--- config.mk ---
export PLATFORM = sky130hd
export DESIGN_NAME = spi_keycode_slave
export DESIGN_NICKNAME = d
export VERILOG_FILES = /design/src/rtl/spi_keycode_slave.sv
export SDC_FILE = /design/constraint.sdc
export NUM_CORES = 1
export LEC_CHECK = 0
export ABC_AREA = 1
export CAP_MARGIN = 20
export CORE_ASPECT_RATIO = 0.9
export CORE_MARGIN = 2
export CORE_UTILIZATION = 53
export CTS_CLUSTER_SIZE = 25
export DETAILED_ROUTE_END_ITERATION = 10
export PLACE_DENSITY = 0.74
export SYNTH_ARGS = -nofsm -noshare
export SYNTH_HDL_FRONTEND = slang
export SYNTH_SLANG_ARGS = --single-unit
--- constraint.sdc ---
create_clock -name Clk -period 3.5 [get_ports Clk]
set_input_delay 0.35 -clock Clk [delete_from_list [all_inputs] [get_ports Clk]]
set_output_delay 0.35 -clock Clk [all_outputs]
set_load 0.05 [all_outputs]
--- src/rtl/spi_keycode_slave.sv ---
// SPI mode-0 responder that lets an external master write the game keycode
// and read back score/status; all SPI pins are oversampled in the Clk domain.
`timescale 1ns / 1ps

module spi_keycode_slave #(
  parameter logic [7:0] ID_VALUE = 8'h62
) (
  input  logic       Clk,
  input  logic       Reset_n,
  input  logic       SCLK,
  input  logic       SS_n,
  input  logic       MOSI,
  input  logic [9:0] score,
  output logic       MISO,
  output logic       MISO_oe,
  output logic [7:0] keycode,
  output logic       keycode_valid
);

  typedef enum logic [1:0] {IDLE, CMD, DATA} state_t;

  // Synchronizer chains: [0] = first flop, [1] = synchronized value, [2] = previous.
  logic [2:0] sclk_sync_q;
  logic [2:0] ss_sync_q;
  logic [1:0] mosi_sync_q;
  logic       warm_q, armed_q;

  state_t     state_q, state_d;
  logic [2:0] bit_cnt_q, bit_cnt_d;
  logic [7:0] rx_q, rx_d;
  logic [7:0] tx_q, tx_d;
  logic       wr_q, wr_d;
  logic [6:0] addr_q, addr_d;
  logic [7:0] keycode_q, keycode_d;
  logic [7:0] scratch_q, scratch_d;
  logic       kv_q, kv_d;

  logic       ss_fall, ss_rise, active, sclk_rise, sclk_fall, byte_done;
  logic [7:0] rx_next;

  function automatic logic [7:0] reg_read(input logic [6:0] a);
    case (a)
      7'h00:   return keycode_q;
      7'h01:   return score[7:0];
      7'h02:   return {6'b0, score[9:8]};
      7'h03:   return ID_VALUE;
      7'h04:   return scratch_q;
      default: return 8'h00;
    endcase
  endfunction

  // A frame may only start after SS_n has been seen high since reset, so a
  // frame already in progress when reset is released is ignored.
  assign ss_fall   = armed_q & ss_sync_q[2] & ~ss_sync_q[1];
  assign ss_rise   = ~ss_sync_q[2] & ss_sync_q[1];
  assign active    = ~ss_sync_q[1] & (state_q != IDLE);
  assign sclk_rise = active & sclk_sync_q[1] & ~sclk_sync_q[2];
  assign sclk_fall = active & ~sclk_sync_q[1] & sclk_sync_q[2];
  assign rx_next   = {rx_q[6:0], mosi_sync_q[1]};
  assign byte_done = sclk_rise & (bit_cnt_q == 3'd7);

  always_comb begin
    // NOTE: every variable gets a default first so no path leaves it unassigned (no latches).
    state_d   = state_q;
    bit_cnt_d = bit_cnt_q;
    rx_d      = rx_q;
    tx_d      = tx_q;
    wr_d      = wr_q;
    addr_d    = addr_q;
    keycode_d = keycode_q;
    scratch_d = scratch_q;
    kv_d      = 1'b0;

    if (ss_rise) begin
      state_d = IDLE;
    end else begin
      case (state_q)
        IDLE: begin
          if (ss_fall) begin
            state_d   = CMD;
            bit_cnt_d = 3'd0;
            rx_d      = 8'h00;
            tx_d      = 8'h00;
          end
        end
        CMD, DATA: begin
          if (sclk_rise) begin
            rx_d      = rx_next;
            bit_cnt_d = bit_cnt_q + 3'd1;
            if (byte_done && state_q == CMD) begin
              state_d = DATA;
              wr_d    = rx_next[7];
              addr_d  = rx_next[6:0];
              tx_d    = reg_read(rx_next[6:0]);
            end else if (byte_done) begin
              if (wr_q && addr_q == 7'h00) begin
                keycode_d = rx_next;
                kv_d      = 1'b1;
              end else if (wr_q && addr_q == 7'h04) begin
                scratch_d = rx_next;
              end
              addr_d = addr_q + 7'd1;
              tx_d   = reg_read(addr_q + 7'd1);
            end
          end else if (sclk_fall && bit_cnt_q != 3'd0) begin
            // The fall right after a load keeps the MSB stable for the next rise.
            tx_d = {tx_q[6:0], 1'b0};
          end
        end
        default: state_d = IDLE;
      endcase
    end
  end

  // NOTE: sequential state uses non-blocking assignments only, so every flop samples pre-edge values.
  always_ff @(posedge Clk or negedge Reset_n) begin
    if (!Reset_n) begin
      sclk_sync_q <= 3'b000;
      ss_sync_q   <= 3'b111;
      mosi_sync_q <= 2'b00;
      warm_q      <= 1'b0;
      armed_q     <= 1'b0;
      state_q     <= IDLE;
      bit_cnt_q   <= 3'd0;
      rx_q        <= 8'h00;
      tx_q        <= 8'h00;
      wr_q        <= 1'b0;
      addr_q      <= 7'h00;
      keycode_q   <= 8'h00;
      scratch_q   <= 8'h00;
      kv_q        <= 1'b0;
    end else begin
      sclk_sync_q <= {sclk_sync_q[1:0], SCLK};
      ss_sync_q   <= {ss_sync_q[1:0], SS_n};
      mosi_sync_q <= {mosi_sync_q[0], MOSI};
      warm_q      <= 1'b1;
      armed_q     <= armed_q | (warm_q & ss_sync_q[0]);
      state_q     <= state_d;
      bit_cnt_q   <= bit_cnt_d;
      rx_q        <= rx_d;
      tx_q        <= tx_d;
      wr_q        <= wr_d;
      addr_q      <= addr_d;
      keycode_q   <= keycode_d;
      scratch_q   <= scratch_d;
      kv_q        <= kv_d;
    end
  end

  assign MISO          = tx_q[7];
  assign MISO_oe       = ~ss_sync_q[1];
  assign keycode       = keycode_q;
  assign keycode_valid = kv_q;

endmodule

* Word-level counts from Yosys, hierarchy flattened
Cells that the tools add are included.
Word-level totals: register bits after elaboration 55, input bits 15, output and inout bits 11, logic and storage cells 99
Cells by class: $add $sub $neg 2, equal/unequal tests 19, muxes and demuxes 26, bitwise operators 18, reductions and logical operators 20
Operator list (count):
- one-hot mux 8 bit (5 select lines) | 2
- 2-to-1 mux 8 bit | 5
- equality test 7 x 2 -> 1 bit (second input constant) | 4
- equality test 7 x 3 -> 1 bit (second input constant) | 3
- logical NOT 7 bit | 3
- 2-to-1 mux 7 bit | 3
- one-hot mux 8 bit (2 select lines) | 1
- equality test 7 x 1 -> 1 bit (second input constant) | 2
- one-hot mux 7 bit (2 select lines) | 1
- inequality test 3 bit (second input constant) | 4
- AND reduction 4 bit | 3
- bitwise AND 1 bit | 10
- 2-to-1 mux 2 bit | 4
- adder 7 x 1 -> 7 bit (second input constant) | 1
- inverter 1 bit | 7
- AND reduction 7 bit | 1
- 2-to-1 mux 1 bit | 6
- 2-to-1 mux 3 bit | 2
- one-hot mux 3 bit (2 select lines) | 1
- AND reduction 6 bit | 1
- nonzero test 2 bit | 3
- AND reduction 5 bit | 1
- logical AND 1 bit | 4
- inequality test 2 bit (second input constant) | 2
- other kinds (11) | 11

* Depth between registers and ports, before layout
Gate-level depths: netlist (run 1).
depth after elaboration 10, gate-level depth with buffers 13, depth with buffers taken out 13

* Worst setup path before layout (run 1)
OpenSTA, ideal clock, no wires.
path kind register to register, from register state_q[0], to register keycode_q[6] (netlist: keycode[6]), library setup time 0.123 ns, arrival time 1.759 ns, data required time 3.377 ns, slack 1.619 ns, stages on the path, launching flop included 11, path buffers 1, clock period less this slack 1.881 ns, cells stage by stage dfrtp_1 -> inv_1 -> ha_1 -> inv_1 -> nor2_4 -> inv_1 -> nor2_4 -> nand3_2 -> buf_2 -> nand2_1 -> o21ai_1
Between the ends: cells in the longest elaborated chain, start to end 8, elaborated cells on any way between the ends 11, those cells by class eq/ne: 2; bitwise: 5; reduce/logical: 4
RTL lines:
- start: declaration | RTL line 28 | state_t state_q, state_d;
- start signal: assignment | RTL line 138 | state_q <= state_d;
- nonzero test 2 bit | RTL line 56 | assign active = ~ss_sync_q[1] & (state_q != IDLE);
- bitwise AND 1 bit | RTL line 56
- bitwise AND 1 bit (2 in series) | RTL line 57 | assign sclk_rise = active & sclk_sync_q[1] & ~sclk_sync_q[2];
- bitwise AND 1 bit | RTL line 60 | assign byte_done = sclk_rise & (bit_cnt_q == 3'd7);
- logical AND 1 bit | RTL line 90 | if (byte_done && state_q == CMD) begin
- inverter 1 bit (no line)
- AND reduction 6 bit (no line) *
- end signal: assignment | RTL line 144 | keycode_q <= keycode_d;
- end: declaration | RTL line 34 | logic [7:0] keycode_q, keycode_d;
Every way passes the cells marked *; elsewhere a longest branch is shown, timed or not. A chain may end at the register's enable or synchronous reset.

* Final worst setup path (run 1)
from register state_q[0], to register wr_q
Between the ends: cells in the longest elaborated chain, start to end 7, elaborated cells on any way between the ends 10, those cells by class eq/ne: 2; bitwise: 4; reduce/logical: 4
RTL lines:
- nonzero test 2 bit | RTL line 56
- bitwise AND 1 bit | RTL line 56
- bitwise AND 1 bit (2 in series) | RTL line 57
- bitwise AND 1 bit | RTL line 60
- logical AND 1 bit | RTL line 90
- AND reduction 4 bit (no line) *
- end signal: assignment | RTL line 142 | wr_q <= wr_d;
- end: declaration | RTL line 32 | logic wr_q, wr_d;
Marks and branches as above.

==> metrics.txt, run 1 <==
# TYPE chip_impl_metric gauge
chip_impl_info{name="run_status",value="completed"} 1
chip_impl_metric{name="yosysWarningCount",unit=""} 0
chip_impl_metric{name="critical_path_maximum_fanout",unit=""} 18
chip_impl_info{name="synth_top_flop_cell",value="sky130_fd_sc_hd__dfrtp_1"} 1
chip_impl_metric{name="grt_pass1_vias",unit=""} 2664
chip_impl_info{name="clock-root-buffer",value="sky130_fd_sc_hd__clkbuf_8"} 1
chip_impl_metric{name="routed_wire_length_per_instance",unit="um"} 16.43
chip_impl_metric{name="required",unit="ns"} 3.71
chip_impl_metric{name="final_layout_size_suffix_gt1_share",unit="%"} 8.738
chip_impl_metric{name="synth_edf_count",unit=""} 0
chip_impl_metric{name="yosysSeqAreaShare",unit="%"} 44.66
chip_impl_info{name="min_path_type",value="primary input to asynchronous set/reset pin"} 1
chip_impl_metric{name="critical_path_arrival",unit="ns"} 2.71
chip_impl_metric{name="power.leakage",unit="nW"} 1.602
chip_impl_metric{name="areaGrowthSynthToFinish",unit="%"} 13.52
chip_impl_info{name="tritoncts_clock_tree",value="built"} 1
chip_impl_info{name="path_class",value="flop to flop"} 1
chip_impl_metric{name="number_of_h_tree_levels",unit=""} 2
chip_impl_metric{name="globalRouteTotalUtil",unit="%"} 26.44
chip_impl_metric{name="count_of_buffers_from_port_buffering",unit=""} 25
chip_impl_metric{name="period_share",unit="%"} 71.49
chip_impl_metric{name="timing.fmax",unit="GHz"} 0.3997
chip_impl_info{name="path_common_cell",value="sky130_fd_sc_hd__nand2_1"} 1
chip_impl_metric{name="netlist_instances",unit=""} 384
chip_impl_metric{name="clkSlewWorstSetupHoldPaths",unit="ns"} 0.11
chip_impl_metric{name="setup-violations-final",unit=""} 0
chip_impl_metric{name="n_fill_cell",unit=""} 504
chip_impl_metric{name="nets",unit=""} 437
chip_impl_info{name="crit_chain",value="inv_1 > ha_1 > nor2_1 > nand2_1 > nor2_1 > nand2_1 > inv_1 > nand2_1 > nand2_1 > o21ai_0"} 1
chip_impl_metric{name="viasPerCell",unit=""} 5.832
chip_impl_metric{name="vias",unit=""} 2811
chip_impl_metric{name="clk_latency",unit="ns"} 0.32
chip_impl_metric{name="cts_buffers",unit=""} 5
chip_impl_metric{name="postCtsResizedCells",unit=""} 0
chip_impl_metric{name="post-dp-hpwl",unit="mm"} 5.777
chip_impl_metric{name="initialDrtViolationCount",unit=""} 262
chip_impl_metric{name="placement_rows",unit=""} 26
chip_impl_metric{name="postSynthNetCount",unit=""} 410
chip_impl_metric{name="max_cap_viols",unit=""} 0
chip_impl_info{name="rsz0062_at_grt",value="no"} 1
chip_impl_metric{name="grt_pass1_wl",unit="mm"} 13.41
chip_impl_metric{name="asyncSetResetFlopFracSynth",unit="%"} 100.0
chip_impl_metric{name="powerDensity",unit="nW/um^2"} 428.3
chip_impl_info{name="cp-end-kind",value="flop"} 1
chip_impl_info{name="worst_setup_path_start_kind",value="flop"} 1
chip_impl_metric{name="overflow",unit=""} 0
chip_impl_metric{name="dieWidth",unit="um"} 84.49
chip_impl_metric{name="numClockSinks",unit=""} 55
chip_impl_info{name="synth_top_cells_by_count",value="sky130_fd_sc_hd__nand2_1 (77), sky130_fd_sc_hd__dfrtp_1 (52), sky130_fd_sc_hd__inv_1 (49), sky130_fd_sc_hd__nand3_1 (29), sky130_fd_sc_hd__nor2_1 (28)"} 1
chip_impl_metric{name="period_needed",unit="ns"} 2.502
chip_impl_metric{name="place.gp.congestion",unit=""} 0.9509
chip_impl_metric{name="irDropWorstVdd",unit="uV"} 349.7
chip_impl_metric{name="routed_wl",unit="mm"} 7.918
chip_impl_metric{name="average_cell_area_after_synthesis",unit="sq um"} 8.048
chip_impl_metric{name="tns",unit="ns"} 0
chip_impl_metric{name="mappedNetlistArea",unit="sq um"} 3090
chip_impl_metric{name="io-pin-count",unit=""} 26
chip_impl_info{name="yosysMostFrequentCell",value="sky130_fd_sc_hd__nand2_1"} 1
chip_impl_info{name="synth.area.top_cells",value="sky130_fd_sc_hd__dfrtp_1 (42%), sky130_fd_sc_hd__nand2_1 (9.4%), sky130_fd_sc_hd__inv_1 (6.0%)"} 1
chip_impl_metric{name="die-height",unit="um"} 76.44
chip_impl_metric{name="fin_skew",unit="ns"} 0.003807
chip_impl_metric{name="worst_path_largest_cell_delay",unit="ns"} 0.57
chip_impl_metric{name="cts_setup_buffers",unit=""} 0
chip_impl_metric{name="antennaDiodeCount",unit=""} 0
chip_impl_metric{name="clock_path_buffers",unit=""} 2
chip_impl_metric{name="antenna_violating_nets_post_route",unit=""} 0
chip_impl_metric{name="final-hold-violation-count",unit=""} 0
chip_impl_metric{name="grt_max_degree",unit=""} 35
chip_impl_metric{name="antenna_found_initial",unit=""} 0
chip_impl_metric{name="slew_headroom",unit="%"} 45.16
chip_impl_metric{name="yosysUniqueCellTypes",unit=""} 37
chip_impl_metric{name="detail_route.first_pass.iterations",unit=""} 5
chip_impl_metric{name="start_util",unit="%"} 54.60
chip_impl_metric{name="timing_max_transition_violations_final",unit=""} 0
chip_impl_metric{name="fin_util",unit="%"} 61.98
chip_impl_metric{name="placeableCoreArea",unit="sq um"} 5660
chip_impl_info{name="worst_path_max_delay_cell",value="sky130_fd_sc_hd__inv_1"} 1
chip_impl_metric{name="drc",unit=""} 0
chip_impl_info{name="post-synth-top-area-cell",value="sky130_fd_sc_hd__dfrtp_1"} 1
chip_impl_metric{name="r2r_setup_slack",unit="ns"} 1.0
chip_impl_metric{name="cts.hold.buffers_added",unit=""} 0
chip_impl_metric{name="die_area",unit="sq um"} 6458
chip_impl_metric{name="worst_slew_pin_slew",unit="ns"} 0.8226
chip_impl_metric{name="synth_top_cell_area_share",unit="%"} 42.11
chip_impl_metric{name="synth_seq_cells",unit=""} 55
## power by group
part | switching [mW] | internal, mW | total (mW)
combinational | 0.212 | 0.105 | 0.318
sequential | 0.0360 | 0.694 | 0.730
clock | 0.234 | 0.221 | 0.455
## cell usage in the layout, fill, tap and decap left out, types with 2 or more instances in the layout
| cell type | synthesis | layout |
|---|---|---|
| sky130_fd_sc_hd__inv_2 | 2 | 2 |
| sky130_fd_sc_hd__o21ai_1 | 10 | 10 |
| sky130_fd_sc_hd__clkbuf_8 | 0 | 5 |
| sky130_fd_sc_hd__o211ai_1 | 2 | 2 |
| sky130_fd_sc_hd__dfrtp_1 | 52 | 52 |
| sky130_fd_sc_hd__nor3_1 | 4 | 4 |
| sky130_fd_sc_hd__clkdlybuf4s50_1 | 0 | 24 |
| sky130_fd_sc_hd__nand3_2 | 4 | 4 |
| sky130_fd_sc_hd__inv_1 | 49 | 49 |
| sky130_fd_sc_hd__nand2_2 | 3 | 3 |
| sky130_fd_sc_hd__nor2_1 | 28 | 28 |
| sky130_fd_sc_hd__nor2_4 | 6 | 6 |
| sky130_fd_sc_hd__nor2_2 | 3 | 3 |
| sky130_fd_sc_hd__a21oi_1 | 21 | 21 |
| sky130_fd_sc_hd__o21ai_0 | 27 | 27 |
| sky130_fd_sc_hd__nor3_2 | 2 | 2 |
| sky130_fd_sc_hd__nand3_1 | 29 | 29 |
| sky130_fd_sc_hd__o22ai_1 | 7 | 7 |
| sky130_fd_sc_hd__dfstp_2 | 3 | 3 |
| sky130_fd_sc_hd__nand4_1 | 24 | 24 |
| sky130_fd_sc_hd__ha_1 | 11 | 11 |
| sky130_fd_sc_hd__nand2_1 | 77 | 77 |
## metrics by stage
step	worst slack, ns	power (mW)	instance area (sq um)	hold WS [ns]	std cells
final	0.9980	1.503	3508	0.1095	482
after global routing	0.7061	1.591	3508	0.1672	482
after detailed placement	1.056	1.058	3390	0.3378	474
after floorplan	1.619	0.9489	3090	0.05441	384
after global placement	1.127	1.049	3390	0.3337	474
after CTS	1.024	1.507	3508	0.1371	482
## worst max-delay path: cells and delay by family, from the launching register on
family | cells | cell delay [ns]
compound gates | 1 | 0.08
fa+ha+maj | 1 | 0.20
buf+inv | 2 | 0.63
flops | 1 | 0.41
simple gates | 6 | 1.06
## layer usage
| layer | vias up | GRT usage (%) | routed length (um) |
|---|---|---|---|
| met2 | 120 | 40.63 | 3654 |
| li1 | 1347 | - | - |
| met5 | - | 0 | 0 |
| met3 | 20 | 6.176 | 544 |
| met1 | 1324 | 36.77 | 3554 |
| met4 | 0 | 9.365 | 165 |
## logic make-up after synthesis
kind of cell	Yosys count	synth area share, %
compound gates	75	13.44
flops	55	44.66
buf+inv	58	7.652
simple gates	183	29.39
xor+xnor	1	0.2835
fa+ha+maj	11	4.453
other cells	1	0.1213
## layout make-up
cell class | instances | area, sq um | area share, %
Timing Repair Buffer | 26 | 252.7 | 7.204
Multi-Input combinational cell | 271 | 1474 | 42.01
Sequential cell | 55 | 1380 | 39.34
Tap cell | 70 | 87.58 | 2.496
Clock buffer | 5 | 68.82 | 1.961
Clock inverter | 3 | 50.05 | 1.427
Inverter | 52 | 195.2 | 5.563
## flip-flops by register name, summed over array words and instances (netlist names)
| name | cells |
|---|---|
| tx_q | 8 |
| state_q | 2 |
| scratch_q | 8 |
| mosi_sync_q | 2 |
| ss_sync_q | 3 |
| warm_q | 1 |
| armed_q | 1 |
| wr_q | 1 |
| sclk_sync_q | 3 |
| keycode | 8 |
| keycode_valid | 1 |
| rx_q | 7 |
| addr_q | 7 |
| bit_cnt_q | 3 |
## worst paths after layout
kind                                     start             end  depth (start not counted)
worst max register to register      state_q[0]            wr_q                         10
max in group asynchronous              Reset_n         rx_q[4]                          2
min in group Clk                mosi_sync_q[0]  mosi_sync_q[1]                          0
worst max-delay path                state_q[0]            wr_q                         10
worst min-delay path                   Reset_n    scratch_q[1]                          1
worst min register to register  mosi_sync_q[0]  mosi_sync_q[1]                          0
(Power assumes the default switching activity.)
==> run 2, diff against run 1 <==
==> constraint.sdc (replaced) <==
create_clock -name Clk -period 2.4 [get_ports Clk]
set_input_delay 0.24 -clock Clk [delete_from_list [all_inputs] [get_ports Clk]]
set_output_delay 0.24 -clock Clk [all_outputs]
set_load 0.05 [all_outputs]
==> run 2 against run 1 <==
The flow now finishes with violations (hold timing). Largest cell class unchanged. Final area grew 1.4%. Sequential cell count stayed put. Worst setup slack worse by 0.74 ns. Clock power is 25% higher. Critical path depth is 1 higher. Die area unchanged. Global-route usage decreased by 1.1 points. Sequential power rose by 45%. First-iteration DRC count is 22% higher. Sequential share of layout area is 0.54 points lower. Non-clock buffer count is 9 higher. Clock skew rose by 0.0034 ns.
==> metrics.txt, run 2 (same netlist as run 1, synthesis figures left out) <==
# TYPE chip_impl_metric gauge
chip_impl_info{name="min_path_type",value="primary input to asynchronous set/reset pin"} 1
chip_impl_metric{name="grt_max_degree",unit=""} 33
chip_impl_metric{name="dieWidth",unit="um"} 84.49
chip_impl_metric{name="final_area",unit="sq um"} 3557
chip_impl_metric{name="grt_pass1_wl",unit="mm"} 12.98
chip_impl_metric{name="clkSlewWorstSetupHoldPaths",unit="ns"} 0.11
chip_impl_metric{name="setup-violations-final",unit=""} 0
chip_impl_metric{name="number_of_h_tree_levels",unit=""} 2
chip_impl_metric{name="power.leakage",unit="nW"} 1.636
chip_impl_metric{name="numClockSinks",unit=""} 55
chip_impl_metric{name="routed_wl",unit="mm"} 7.926
chip_impl_metric{name="irDropWorstVdd",unit="uV"} 479.1
chip_impl_info{name="run_status",value="finished with violations"} 1
chip_impl_metric{name="antenna_violating_nets_post_route",unit=""} 0
chip_impl_metric{name="die_area",unit="sq um"} 6458
chip_impl_metric{name="routed_wire_length_per_instance",unit="um"} 16.14
chip_impl_metric{name="globalRouteTotalUtil",unit="%"} 25.38
chip_impl_info{name="path_class",value="flop to flop"} 1
chip_impl_metric{name="fin_skew",unit="ns"} 0.007195
chip_impl_metric{name="drc",unit=""} 0
chip_impl_metric{name="die-height",unit="um"} 76.44
chip_impl_metric{name="placement_rows",unit=""} 26
chip_impl_metric{name="clk_latency",unit="ns"} 0.31
chip_impl_metric{name="antennaDiodeCount",unit=""} 0
chip_impl_info{name="rsz0062_at_grt",value="no"} 1
chip_impl_metric{name="antenna_found_initial",unit=""} 0
chip_impl_info{name="worst_setup_path_start_kind",value="flop"} 1
chip_impl_metric{name="initialDrtViolationCount",unit=""} 320
chip_impl_info{name="clock-root-buffer",value="sky130_fd_sc_hd__clkbuf_8"} 1
chip_impl_metric{name="timing_max_transition_violations_final",unit=""} 0
chip_impl_metric{name="cts_buffers",unit=""} 5
chip_impl_metric{name="dpl-instance-area",unit="sq um"} 3457
chip_impl_metric{name="timing.fmax",unit="GHz"} 0.4664
chip_impl_info{name="cp-end-kind",value="flop"} 1
chip_impl_metric{name="count_of_buffers_from_port_buffering",unit=""} 25
chip_impl_metric{name="final-hold-violation-count",unit=""} 30
chip_impl_metric{name="fin_total_pwr",unit="mW"} 2.122
chip_impl_metric{name="final_layout_size_suffix_gt1_share",unit="%"} 10.69
chip_impl_info{name="final_common_cell",value="sky130_fd_sc_hd__nand2_1"} 1
chip_impl_metric{name="period_share",unit="%"} 89.33
chip_impl_metric{name="period_needed",unit="ns"} 2.144
chip_impl_metric{name="placement.setup.worst_slack",unit="ns"} 0.2625
chip_impl_metric{name="tns",unit="ns"} 0
chip_impl_metric{name="cts.hold.buffers_added",unit=""} 0
chip_impl_metric{name="powerDensity",unit="nW/um^2"} 596.7
chip_impl_metric{name="max_cap_viols",unit=""} 0
chip_impl_metric{name="r2r_cells",unit=""} 11
chip_impl_metric{name="required",unit="ns"} 2.64
chip_impl_info{name="layout.cells.most_common_list",value="sky130_fd_sc_hd__nand2_1 (77), sky130_fd_sc_hd__dfrtp_1 (52), sky130_fd_sc_hd__inv_1 (49)"} 1
chip_impl_metric{name="start_util",unit="%"} 54.60
chip_impl_metric{name="post_layout_nonfiller_instances",unit=""} 491
chip_impl_metric{name="critical_path_maximum_fanout",unit=""} 16
chip_impl_metric{name="place.gp.congestion",unit=""} 0.9368
chip_impl_metric{name="placeableCoreArea",unit="sq um"} 5660
chip_impl_metric{name="io-pin-count",unit=""} 26
chip_impl_info{name="tritoncts_clock_tree",value="built"} 1
chip_impl_metric{name="viasPerCell",unit=""} 5.884
chip_impl_metric{name="slew_headroom",unit="%"} 50.03
chip_impl_metric{name="areaGrowthSynthToFinish",unit="%"} 15.10
chip_impl_metric{name="critical_path_arrival",unit="ns"} 2.39
chip_impl_metric{name="holdWs",unit="ns"} -0.01955
chip_impl_metric{name="fin_util",unit="%"} 62.84
chip_impl_metric{name="postCtsResizedCells",unit=""} 0
chip_impl_metric{name="cts_setup_buffers",unit=""} 0
chip_impl_metric{name="detail_route.first_pass.iterations",unit=""} 5
chip_impl_metric{name="overflow",unit=""} 0
chip_impl_metric{name="final_worst_slack",unit="ns"} 0.2561
chip_impl_metric{name="grt_pass1_vias",unit=""} 2733
chip_impl_metric{name="worst_slew_pin_slew",unit="ns"} 0.7496
chip_impl_metric{name="total_placed_cells_including_tap_cells",unit=""} 483
chip_impl_metric{name="clock_path_buffers",unit=""} 2
chip_impl_metric{name="nets",unit=""} 446
chip_impl_metric{name="vias",unit=""} 2889
chip_impl_info{name="violated_checks",value="hold timing"} 1
chip_impl_metric{name="post-dp-hpwl",unit="mm"} 5.893
==> run 2: cell count changes in the layout (fill, tap and decap cells not counted), sizes merged <==
cell	delta
buf	+9
bufinv	-1
clkbuf	+1
==> run 2: final timing paths <==
kind	startpoint	end	slack [ns]
worst max register to register	addr_q[0]	tx_q[5]	0.26
worst min register to register	sclk_sync_q[0]	sclk_sync_q[1]	0.36
max in group asynchronous	Reset_n	ss_sync_q[2]	1.69
worst max-delay path	addr_q[0]	tx_q[5]	0.26
worst min-delay path	Reset_n	scratch_q[0]	-0.02
min in group Clk	SS_n	ss_sync_q[0]	0.32
==> run 2: per-layer routing <==
| metal | wire [um] | vias to the layer above | track usage [%] | share of wire [%] |
|---|---|---|---|---|
| li1 | - | 1366 | - | - |
| met3 | 570 | 10 | 4.984 | 7.2 |
| met4 | 97 | 0 | 8.254 | 1.2 |
| met1 | 3614 | 1394 | 35.90 | 46 |
| met5 | 0 | - | 0 | 0 |
| met2 | 3644 | 119 | 39.29 | 46 |
==> run 2: cell type report <==
cell class              instances  area (sq um)
fillers                       492          2103
multi-input cells             271          1474
flip-flops and latches         55          1380
repair buffers                 35         320.3
inverters                      52         195.2
well taps                      70         87.58
clock buffers                   6         82.58
clock inverters                 2         17.52
==> run 2: worst max-delay path: stages (launching register included) <==
cell and delay (ns):
sky130_fd_sc_hd__dfrtp_1 0.48, sky130_fd_sc_hd__ha_1 0.24, sky130_fd_sc_hd__nand3_2 0.10, sky130_fd_sc_hd__o21bai_2 0.14
sky130_fd_sc_hd__nand2_2 0.11, sky130_fd_sc_hd__nor2_4 0.32, sky130_fd_sc_hd__nand3_1 0.21, sky130_fd_sc_hd__nand2_1 0.12
sky130_fd_sc_hd__nor2_1 0.05, sky130_fd_sc_hd__nand2_1 0.05, sky130_fd_sc_hd__nand3_1 0.09, sky130_fd_sc_hd__a21oi_1 0.16
==> run 2: where the power goes <==
| part | internal, mW | switching (mW) |
|---|---|---|
| Clock | 0.243 | 0.327 |
| Combinational | 0.170 | 0.319 |
| Sequential | 1.01 | 0.0526 |
==> run 3, diff against run 2 <==
--- a/config.mk
+++ b/config.mk
@@ -10,9 +10,9 @@
 export CORE_ASPECT_RATIO = 0.9
 export CORE_MARGIN = 2
 export CORE_UTILIZATION = 53
-export CTS_CLUSTER_SIZE = 25
+export CTS_CLUSTER_SIZE = 12
 export DETAILED_ROUTE_END_ITERATION = 10
-export PLACE_DENSITY = 0.74
+export PLACE_DENSITY = 0.86
 export SYNTH_ARGS = -nofsm -noshare
 export SYNTH_HDL_FRONTEND = slang
 export SYNTH_SLANG_ARGS = --single-unit
==> run 3 against run 2 <==
The run now ends clean. Combinational power is 2% lower. Sequential share of layout area down 0.36 points. Cell count decreased by 0.61%. Count of clock-buffer cells in the layout fell by 1. Critical path depth down 2. Via count is 0.62% lower. Global-route usage decreased by 0.59 points. Sequential cell count stayed put.
==> metrics.txt, run 3 (same netlist as run 1, synthesis figures left out) <==
# TYPE chip_impl_metric gauge
chip_impl_metric{name="drc",unit=""} 0
chip_impl_metric{name="detail_route.first_pass.iterations",unit=""} 5
chip_impl_metric{name="number_of_h_tree_levels",unit=""} 2
chip_impl_metric{name="critical_path_arrival",unit="ns"} 2.34
chip_impl_metric{name="post-dp-hpwl",unit="mm"} 5.512
chip_impl_metric{name="worst_path_largest_cell_delay",unit="ns"} 0.40
chip_impl_metric{name="slew_headroom",unit="%"} 62.03
chip_impl_info{name="tritoncts_clock_tree",value="built"} 1
chip_impl_metric{name="final_layout_size_suffix_gt1_share",unit="%"} 10.05
chip_impl_metric{name="setup-violations-final",unit=""} 0
chip_impl_metric{name="fin_skew",unit="ns"} 0.008363
chip_impl_metric{name="areaGrowthSynthToFinish",unit="%"} 16.19
chip_impl_metric{name="placement_rows",unit=""} 26
chip_impl_info{name="crit_chain",value="inv_1 > ha_1 > inv_1 > nor2_4 > inv_1 > nor2_4 > nand3_2 > nand2_1 > o21ai_1"} 1
chip_impl_metric{name="grt_pass1_wl",unit="mm"} 12.77
chip_impl_metric{name="antennaDiodeCount",unit=""} 0
chip_impl_metric{name="tns",unit="ns"} 0
chip_impl_info{name="cp_top_family",value="simple AND/OR/NAND/NOR gates"} 1
chip_impl_metric{name="critical_path_maximum_fanout",unit=""} 17
chip_impl_metric{name="overflow",unit=""} 0
chip_impl_metric{name="io-pin-count",unit=""} 26
chip_impl_metric{name="antenna_violating_nets_post_route",unit=""} 0
chip_impl_metric{name="viasPerCell",unit=""} 5.883
chip_impl_metric{name="count_of_buffers_from_port_buffering",unit=""} 25
chip_impl_metric{name="dpl-instance-area",unit="sq um"} 3440
chip_impl_metric{name="period_needed",unit="ns"} 2.137
chip_impl_info{name="worst_path_max_delay_cell",value="sky130_fd_sc_hd__dfrtp_1"} 1
chip_impl_info{name="run_status",value="completed"} 1
chip_impl_info{name="cp-end-kind",value="flop"} 1
chip_impl_metric{name="numClockSinks",unit=""} 55
chip_impl_metric{name="vias",unit=""} 2871
chip_impl_metric{name="globalRouteTotalUtil",unit="%"} 24.79
chip_impl_metric{name="irDropWorstVdd",unit="uV"} 486.2
chip_impl_info{name="final_common_cell",value="sky130_fd_sc_hd__nand2_1"} 1
chip_impl_metric{name="grt_max_degree",unit=""} 33
chip_impl_metric{name="power.leakage",unit="nW"} 1.638
chip_impl_metric{name="die-height",unit="um"} 76.44
chip_impl_metric{name="antenna_found_initial",unit=""} 0
chip_impl_metric{name="period_share",unit="%"} 89.03
chip_impl_metric{name="internal_power",unit="mW"} 1.596
chip_impl_metric{name="final-hold-violation-count",unit=""} 0
chip_impl_metric{name="power_switching_share",unit="%"} 29.92
chip_impl_metric{name="initialDrtViolationCount",unit=""} 310
chip_impl_metric{name="clock_path_buffers",unit=""} 2
chip_impl_info{name="rsz0062_at_grt",value="no"} 1
chip_impl_metric{name="clkPwrFrac",unit="%"} 32.3
chip_impl_metric{name="grt_pass1_vias",unit=""} 2793
chip_impl_metric{name="max_cap_viols",unit=""} 0
chip_impl_metric{name="final_area",unit="sq um"} 3591
chip_impl_metric{name="clkSlewWorstSetupHoldPaths",unit="ns"} 0.10
chip_impl_metric{name="dieWidth",unit="um"} 84.49
chip_impl_info{name="layout.cells.most_common_list",value="sky130_fd_sc_hd__nand2_1 (77), sky130_fd_sc_hd__dfrtp_1 (52), sky130_fd_sc_hd__inv_1 (49)"} 1
chip_impl_info{name="clock-root-buffer",value="sky130_fd_sc_hd__clkbuf_8"} 1
chip_impl_info{name="worst_setup_path_start_kind",value="flop"} 1
chip_impl_metric{name="total_switching_power",unit="uW"} 681.4
chip_impl_metric{name="start_util",unit="%"} 54.60
chip_impl_metric{name="nets",unit=""} 443
chip_impl_metric{name="cp.buffers_inverters",unit=""} 3
chip_impl_metric{name="cts_buffers",unit=""} 5
chip_impl_metric{name="placeableCoreArea",unit="sq um"} 5660
chip_impl_metric{name="timing.fmax",unit="GHz"} 0.4680
chip_impl_metric{name="routed_wl",unit="mm"} 7.722
chip_impl_metric{name="place.gp.congestion",unit=""} 0.8820
chip_impl_metric{name="die_area",unit="sq um"} 6458
chip_impl_metric{name="power_frac_seq",unit="%"} 46.7
chip_impl_metric{name="pwr-share-comb",unit="%"} 21.0
chip_impl_metric{name="worst_slew_pin_slew",unit="ns"} 0.5695
chip_impl_metric{name="clk_latency",unit="ns"} 0.32
chip_impl_metric{name="powerDensity",unit="nW/um^2"} 634.3
chip_impl_info{name="path_common_cell",value="sky130_fd_sc_hd__inv_1"} 1
chip_impl_metric{name="required",unit="ns"} 2.61
chip_impl_metric{name="holdWs",unit="ns"} 0.3115
chip_impl_metric{name="routed_wire_length_per_instance",unit="um"} 15.82
chip_impl_info{name="path_class",value="flop to flop"} 1
chip_impl_info{name="min_path_type",value="primary input to flop"} 1
chip_impl_metric{name="timing_max_transition_violations_final",unit=""} 0
## run 3: final timing paths
| check | startpoint | end | slack (ns) | depth (start not counted) |
|---|---|---|---|---|
| max in group asynchronous | Reset_n | ss_sync_q[2] | 1.33 | 3 |
| min in group asynchronous | Reset_n | scratch_q[0] | 0.44 | 2 |
| hold / removal | SS_n | ss_sync_q[0] | 0.31 | 1 |
| setup reg to reg | state_q[1] | keycode[2] | 0.26 | 9 |
| setup / recovery | state_q[1] | keycode[2] | 0.26 | 9 |
| hold reg to reg | sclk_sync_q[0] | sclk_sync_q[1] | 0.36 | 0 |
## run 3: what timing repair did
action                     CTS  global route
hold buffers                 1             0
setup endpoints to repair    0             2
hold endpoints to repair    23             0
resized for setup            0             1
buffers inserted             0             0
## run 3: final cells by class
class	instances	area [sq um]
inverters	52	195.2
multi-input cells	271	1479
well taps	70	87.58
repair buffers	32	312.8
fillers	469	2069
clock buffers	5	68.82
flip-flops and latches	55	1380
clock inverters	3	67.56
## run 3: routing by layer
| layer | vias to the layer above | GRT usage (%) | share of wire, % |
|---|---|---|---|
| met5 | - | 0 | 0 |
| met4 | 0 | 10.48 | 2.2 |
| met3 | 21 | 5.309 | 7.7 |
| met2 | 140 | 40.87 | 48 |
| met1 | 1355 | 31.57 | 42 |
| li1 | 1355 | - | - |
## run 3: metrics by stage
stage               total power, mW  utilization, %  instances  setup slack (ns)
global placement              1.531           60.76        479            0.3649
global route                  2.392           63.44        488           0.01365
finish                        2.278           63.44        488            0.2633
CTS                           2.281           63.35        488            0.2600
floorplan                     1.384               -        384            0.5188
detailed placement            1.551           60.76        479            0.2908
## run 3: power groups by stage
stage / Combinational [mW] / Sequential (mW) / Clock [mW]
after floorplan: 0.287 / 1.10 / 0
after global placement: 0.455 / 1.08 / 0
after detailed placement: 0.471 / 1.08 / 0
after CTS: 0.476 / 1.06 / 0.744
after global routing: 0.535 / 1.07 / 0.783
final: 0.479 / 1.06 / 0.736
## run 3: worst reg2reg max path, cell delays in order (launching register included)
cell and delay, ns:
sky130_fd_sc_hd__dfrtp_1 0.40, sky130_fd_sc_hd__inv_1 0.09, sky130_fd_sc_hd__ha_1 0.37, sky130_fd_sc_hd__inv_1 0.12, sky130_fd_sc_hd__nor2_4 0.12, sky130_fd_sc_hd__inv_1 0.10, sky130_fd_sc_hd__nor2_4 0.22, sky130_fd_sc_hd__nand3_2 0.37
sky130_fd_sc_hd__nand2_1 0.17, sky130_fd_sc_hd__o21ai_1 0.07
